**config.mk**
```make
export PLATFORM = sky130hd
export DESIGN_NAME = mtimer_flat
export DESIGN_NICKNAME = d
export VERILOG_FILES = /design/src/rtl/mtimer_if.sv /design/src/rtl/mtimer.sv /design/src/flat_wrapper.sv
export SDC_FILE = /design/constraint.sdc
export NUM_CORES = 1
export LEC_CHECK = 0
export BUFFER_PORTS_ARGS = -buffer_cell sky130_fd_sc_hd__buf_4
export CORE_MARGIN = 2
export CORE_UTILIZATION = 55
export CTS_CLUSTER_DIAMETER = 100
export CTS_CLUSTER_SIZE = 24
export DETAILED_ROUTE_END_ITERATION = 12
export GPL_ROUTABILITY_DRIVEN = 0
export GPL_TIMING_DRIVEN = 0
export PLACE_DENSITY = 0.74
export SLEW_MARGIN = 25
export SYNTH_ARGS = -nofsm -noshare
export SYNTH_HDL_FRONTEND = slang
export SYNTH_SLANG_ARGS = --single-unit
```
**constraint.sdc**
```tcl
create_clock -name clk -period 7.1 [get_ports clk]
set_clock_uncertainty 0.05 [all_clocks]
set_input_delay 0.71 -clock clk [delete_from_list [all_inputs] [get_ports clk]]
set_output_delay 0.71 -clock clk [all_outputs]
set_load 0.01 [all_outputs]
```
**src/rtl/mtimer_if.sv**
```systemverilog
// Request/response bus between a host and the mtimer register block.
// One request is accepted per req_valid & req_ready; one response is outstanding at most.
interface mtimer_if;
  logic        req_valid;
  logic        req_ready;
  logic        req_write;
  logic [4:0]  req_addr;
  logic [31:0] req_wdata;
  logic [3:0]  req_wstrb;
  logic        resp_valid;
  logic        resp_ready;
  logic [31:0] resp_rdata;
  logic        resp_err;

  modport master (
    output req_valid, req_write, req_addr, req_wdata, req_wstrb, resp_ready,
    input  req_ready, resp_valid, resp_rdata, resp_err
  );

  modport slave (
    input  req_valid, req_write, req_addr, req_wdata, req_wstrb, resp_ready,
    output req_ready, resp_valid, resp_rdata, resp_err
  );
endinterface

```
**src/rtl/mtimer.sv**
```systemverilog
// Memory-mapped machine timer: 64-bit mtime with prescaler, mtimecmp compare
// interrupt, enable control and a hi-word shadow for tear-free 32-bit reads.
module mtimer #(
  parameter int unsigned PRESCALE = 1
) (
  input  logic     clk,
  input  logic     reset,
  mtimer_if.slave  bus,
  output logic     irq_mtimecmp
);

  localparam logic [15:0] PRESC_MAX = 16'(PRESCALE - 1);

  function automatic logic [31:0] merge_bytes(input logic [31:0] old_v,
                                              input logic [31:0] wdata,
                                              input logic [3:0]  wstrb);
    logic [31:0] res;
    res = old_v;
    for (int b = 0; b < 4; b++) begin
      if (wstrb[b]) res[8*b +: 8] = wdata[8*b +: 8];
    end
    return res;
  endfunction

  logic [63:0] mtime_q, mtime_d;
  logic [63:0] mtimecmp_q, mtimecmp_d;
  logic [31:0] shadow_q, shadow_d;
  logic [15:0] presc_q, presc_d;
  logic        enable_q, enable_d;
  logic        resp_valid_q, resp_valid_d;
  logic [31:0] resp_rdata_q, resp_rdata_d;
  logic        resp_err_q, resp_err_d;
  logic        irq_q, irq_d;

  logic        req_ready;
  logic        accept;
  logic [2:0]  word;
  logic        mapped;
  logic        wr_en;
  logic        rd_en;
  logic        tick;
  logic [31:0] rd_data;
  logic        unused_addr_lsb;

  assign req_ready       = ~resp_valid_q | bus.resp_ready;
  assign bus.req_ready   = req_ready;
  assign bus.resp_valid  = resp_valid_q;
  assign bus.resp_rdata  = resp_rdata_q;
  assign bus.resp_err    = resp_err_q;
  assign irq_mtimecmp    = irq_q;
  assign unused_addr_lsb = ^bus.req_addr[1:0];

  always_comb begin
    accept = bus.req_valid & req_ready;
    word   = bus.req_addr[4:2];
    mapped = (word <= 3'd4);
    wr_en  = accept & bus.req_write & mapped;
    rd_en  = accept & ~bus.req_write;

    // Read mux works on pre-update register values.
    case (word)
      3'd0:    rd_data = mtime_q[31:0];
      3'd1:    rd_data = shadow_q;
      3'd2:    rd_data = mtimecmp_q[31:0];
      3'd3:    rd_data = mtimecmp_q[63:32];
      3'd4:    rd_data = {31'b0, enable_q};
      default: rd_data = 32'b0;
    endcase

    tick    = enable_q & (presc_q == PRESC_MAX);
    presc_d = presc_q;
    if (enable_q) presc_d = tick ? 16'd0 : presc_q + 16'd1;

    // A bus write with any strobe set to an mtime word wins over the tick.
    mtime_d = mtime_q + {63'b0, tick};
    if (wr_en && (bus.req_wstrb != 4'b0)) begin
      if (word == 3'd0)
        mtime_d = {mtime_q[63:32], merge_bytes(mtime_q[31:0], bus.req_wdata, bus.req_wstrb)};
      else if (word == 3'd1)
        mtime_d = {merge_bytes(mtime_q[63:32], bus.req_wdata, bus.req_wstrb), mtime_q[31:0]};
    end

    mtimecmp_d = mtimecmp_q;
    if (wr_en && word == 3'd2)
      mtimecmp_d[31:0] = merge_bytes(mtimecmp_q[31:0], bus.req_wdata, bus.req_wstrb);
    if (wr_en && word == 3'd3)
      mtimecmp_d[63:32] = merge_bytes(mtimecmp_q[63:32], bus.req_wdata, bus.req_wstrb);

    enable_d = enable_q;
    if (wr_en && word == 3'd4 && bus.req_wstrb[0]) enable_d = bus.req_wdata[0];

    shadow_d = shadow_q;
    if (rd_en && word == 3'd0) shadow_d = mtime_q[63:32];

    resp_valid_d = resp_valid_q;
    resp_rdata_d = resp_rdata_q;
    resp_err_d   = resp_err_q;
    if (accept) begin
      resp_valid_d = 1'b1;
      resp_rdata_d = (bus.req_write || !mapped) ? 32'b0 : rd_data;
      resp_err_d   = ~mapped;
    end else if (bus.resp_ready) begin
      resp_valid_d = 1'b0;
    end

    irq_d = (mtime_d >= mtimecmp_d);
  end

  always_ff @(posedge clk) begin
    if (reset) begin
      mtime_q      <= 64'b0;
      mtimecmp_q   <= 64'hFFFF_FFFF_FFFF_FFFF;
      shadow_q     <= 32'b0;
      presc_q      <= 16'b0;
      enable_q     <= 1'b1;
      resp_valid_q <= 1'b0;
      resp_rdata_q <= 32'b0;
      resp_err_q   <= 1'b0;
      irq_q        <= 1'b0;
    end else begin
      mtime_q      <= mtime_d;
      mtimecmp_q   <= mtimecmp_d;
      shadow_q     <= shadow_d;
      presc_q      <= presc_d;
      enable_q     <= enable_d;
      resp_valid_q <= resp_valid_d;
      resp_rdata_q <= resp_rdata_d;
      resp_err_q   <= resp_err_d;
      irq_q        <= irq_d;
    end
  end

endmodule

```
**src/flat_wrapper.sv**
```systemverilog
// flat-port wrapper written by rule: the top's interface ports become plain ports
module mtimer_flat 
#(
  parameter int unsigned PRESCALE = 1
)
  (clk, reset, irq_mtimecmp, bus_req_valid, bus_req_write, bus_req_addr, bus_req_wdata, bus_req_wstrb, bus_resp_ready, bus_req_ready, bus_resp_valid, bus_resp_rdata, bus_resp_err);
  mtimer_if bus_i ();
  input  logic clk;
  input  logic reset;
  output logic irq_mtimecmp;
  input wire logic [$bits(bus_i.req_valid)-1:0] bus_req_valid;
  input wire logic [$bits(bus_i.req_write)-1:0] bus_req_write;
  input wire logic [$bits(bus_i.req_addr)-1:0] bus_req_addr;
  input wire logic [$bits(bus_i.req_wdata)-1:0] bus_req_wdata;
  input wire logic [$bits(bus_i.req_wstrb)-1:0] bus_req_wstrb;
  input wire logic [$bits(bus_i.resp_ready)-1:0] bus_resp_ready;
  output wire logic [$bits(bus_i.req_ready)-1:0] bus_req_ready;
  output wire logic [$bits(bus_i.resp_valid)-1:0] bus_resp_valid;
  output wire logic [$bits(bus_i.resp_rdata)-1:0] bus_resp_rdata;
  output wire logic [$bits(bus_i.resp_err)-1:0] bus_resp_err;
  assign bus_i.req_valid = bus_req_valid;
  assign bus_i.req_write = bus_req_write;
  assign bus_i.req_addr = bus_req_addr;
  assign bus_i.req_wdata = bus_req_wdata;
  assign bus_i.req_wstrb = bus_req_wstrb;
  assign bus_i.resp_ready = bus_resp_ready;
  assign bus_req_ready = bus_i.req_ready;
  assign bus_resp_valid = bus_i.resp_valid;
  assign bus_resp_rdata = bus_i.resp_rdata;
  assign bus_resp_err = bus_i.resp_err;
  mtimer #(.PRESCALE(PRESCALE)) u_core (.clk(clk), .reset(reset), .bus(bus_i), .irq_mtimecmp(irq_mtimecmp));
endmodule
```
==> out/results.ini <==
[outcome]
status=finished, final reports clean

[power_and_ir_drop]
p_leak_nw=5.419
power_density_mw_per_mm2=167.8
p_sw_share_pct=26.39
p_seq_share_pct=54.3
finalPower_w=0.002245
combinationalPowerShare_pct=10.8
p_clk_share_pct=34.9
p_int_w=0.001653
p_switching_w=0.0005925
peakVddDrop_v=0.0001335

[layout]
fin_area_mm2=0.01338
antenna_cells=0
fillers=1965
area_growth_pct=10.65
fin_cells=1877
ff_latch_area_mm2=0.004244
nNetsFinal=1711
multi_input_area_mm2=0.007480
drive_gt1_share_pct=8.015

[route]
via_per_inst=6.677
first_pass_iters=8
wl_per_cell_um=22.74
drtIter0Drc=1653
vias=12530
drc=0
ant_nets=0
routed_wl_mm=42.68

[die]
initial_core_util_pct=55.75
die_x_um=152.3
io_pins=82
die_area_mm2=0.02319
die_h_um=152.3
core_mm2=0.02169
placementRows=54

[worst_hold_path]
hold_class=reg2reg

[clock_tree]
cts_buffers=12
cts_tree=built
path_clk_slew_ps=100
hold_buffers=0
clkLatencyLatePin_ps=500
cts.sinks=212
cts_max_path_buffers=3
cts_setup_buffers=0
cts_resized=0
root_buffer=clkbuf_16
htree_levels=1

[grt]
grt-ovfl-total=0
grt_util_all_layers_pct=35.36
grt_max_degree=25
antenna_found_initial=0
grt_pass1_wl_mm=65.18
grt_pass1_vias=11750

[synth]
yosysTopAreaCell=dfxtp_1
netlist_area_mm2=0.01209
synthTopCellsByCount=dfxtp_1 (212), a21oi_1 (171), nand2_1 (162), nor2_1 (148), mux2i_1 (79)
async_reset_ff_share_pct=0
synth_cells=1506
synth_top_cell_area_share_pct=35.10
synth_nets=1620
yosysWarningCount=0
ys_types=70
yosysSeqAreaShare_pct=35.10
yosys-top-cells-area=dfxtp_1 (35%), a21oi_1 (7.1%), ha_1 (7.0%)
ys.flop_type=dfxtp_1
ys_ff_latch=212
synth.most_common_cell=dfxtp_1
synth_edf_count=0
syn_avg_cell_area_um2=8.029

[placed_design]
dpl_cell_area_mm2=0.01302
post-place-cells=1863
io_buffers=76
hpwlAfterDp_mm=31.92

[timing]
period_share_pct=91.11
fin_tns_setup_ps=0
hold_viol_final=0
tightestPinTransition_ps=1021
setup_viol=0
grt_setup_unrepaired=no
period_needed_ps=6469
max_freq_mhz=154.6
slew_violations=0
slew_headroom_pct=31.28

[setup_path]
cp.required_ps=7420
reg2reg_depth=19
cp_common_cell=nor3_1
cp-end-kind=flop
worstPathCellList=clkbuf_1, nor4b_1, nand4_1, inv_1, ha_1, nand3_1, nor3_1, nand3_1, nor3_1, a41oi_1, a211o_1, ha_1, and4_1, nand2_1, nor4_1, o21ai_0, a31oi_1, nor3_1, o21ai_0
critPathMaxStageDelay_ps=920
critical_path_class=reg2reg
start_kind=flop
r2r_setup_slack_ps=630
r2r-end=u_core.irq_mtimecmp$_SDFF_PP0_
critPathMaxFanout=10
cp_slowest_cell=nor3_1
r2r_start=u_core.enable_q$_SDFFE_PP1P_
crit_arrival_ps=6790
crit_start=u_core.enable_q$_SDFFE_PP1P_
crit_path_end=u_core.irq_mtimecmp$_SDFF_PP0_

[job]
maxCapViolCount=0

## flip-flops by register name, indices dropped and copies added, names as in the netlist
signal,count
u_core.presc_q,16
u_core.bus.resp_err,1
u_core.irq_mtimecmp,1
u_core.enable_q,1
u_core.bus.resp_valid,1
u_core.mtimecmp_q,64
u_core.shadow_q,32
u_core.mtime_q,64
u_core.bus.resp_rdata,32
## metal layers
layer	up-vias	track usage [%]	share of wire, %
met5	-	0	0
met3	186	8.276	12
li1	5646	-	-
met1	5849	46.51	39
met2	851	54.05	42
met4	0	18.83	5.9
## power groups by stage
stage	registers, W	logic, W	clock network, W
2_1_floorplan	0.00124	0.000129	0
6_report	0.00122	0.000242	0.000783
4_1_cts	0.00122	0.000233	0.000782
3_3_place_gp	0.00125	0.000230	0
3_5_place_dp	0.00125	0.000232	0
5_1_grt	0.00122	0.000256	0.000820
## kinds of logic (layout without fill, tap and decap cells)
family	Yosys count	after routing	share of synthesized area, %
DFF	212	212	35.10
xor gates and xnor gates	13	13	0.9416
AOI/OAI and AO/OA	360	360	18.40
muxes	86	86	7.285
adders and majority gates	68	68	7.036
and+or+nand+nor	669	669	28.15
buffers and inverters	98	189	3.094
## worst min path at each step
stage	startpoint	end	slack, ps	cells after the start
4_1_cts	u_core.shadow_q[0]$_SDFFE_PP0P_	u_core.shadow_q[0]$_SDFFE_PP0P_	410	2
3_3_place_gp	u_core.shadow_q[0]$_SDFFE_PP0P_	u_core.shadow_q[0]$_SDFFE_PP0P_	390	2
6_report	u_core.shadow_q[28]$_SDFFE_PP0P_	u_core.shadow_q[28]$_SDFFE_PP0P_	410	2
3_5_place_dp	u_core.shadow_q[7]$_SDFFE_PP0P_	u_core.shadow_q[7]$_SDFFE_PP0P_	400	2
5_1_grt	u_core.shadow_q[28]$_SDFFE_PP0P_	u_core.shadow_q[28]$_SDFFE_PP0P_	430	2
2_1_floorplan	u_core.shadow_q[30]$_SDFFE_PP0P_	u_core.shadow_q[30]$_SDFFE_PP0P_	380	2
## cells in the final DEF, fill, tap and decap left out, drive strengths merged, types with 4 or more instances in the layout
cell type	n
and4	12
nor3	53
o211ai	8
a21oi	171
nand2	163
xor2	10
buf	88
o221a	4
nor2b	43
nor2	148
and3	17
mux2	6
ha	68
or3	7
or4	6
nor4	25
a31oi	10
clkbuf	82
nand4	36
a211oi	17
o21ai	39
a22oi	61
a211o	5
a21o	6
mux2i	79
inv	18
nor3b	7
or2	9
a2111oi	6
nor4b	5
nand2b	70
and2	8
dfxtp	212
nand3	55
o21a	6
## worst max-delay path, delay by kind of cell, from the launching register on
family,cells,cell delay [ps]
AO/OA/AOI/OAI,5,1230
buffers and inverters,2,420
AND/OR/NAND/NOR,10,3730
adder cells (fa/ha/maj),2,570
flip-flops,1,320
## metrics by stage
step	hold slack (ps)	util, %	setup slack [ps]
after floorplan	383.1	-	3017
after global placement	392.8	60.00	1150
after detailed placement	396.9	60.05	1036
after CTS	411.0	61.69	995.0
after global routing	428.8	61.69	683.8
final	413.6	61.69	631.0
## final cells by class
class,instances,share of cell area [%]
multi-input combinational,1196,55.91
sequential,212,31.72
timing repair buffer,77,4.302
tap,280,2.619
clock buffer,13,2.431
buffer,80,2.291
inverter,18,0.5050
clock inverter,1,0.2244
Note: power is estimated with default switching activity, not from simulation.
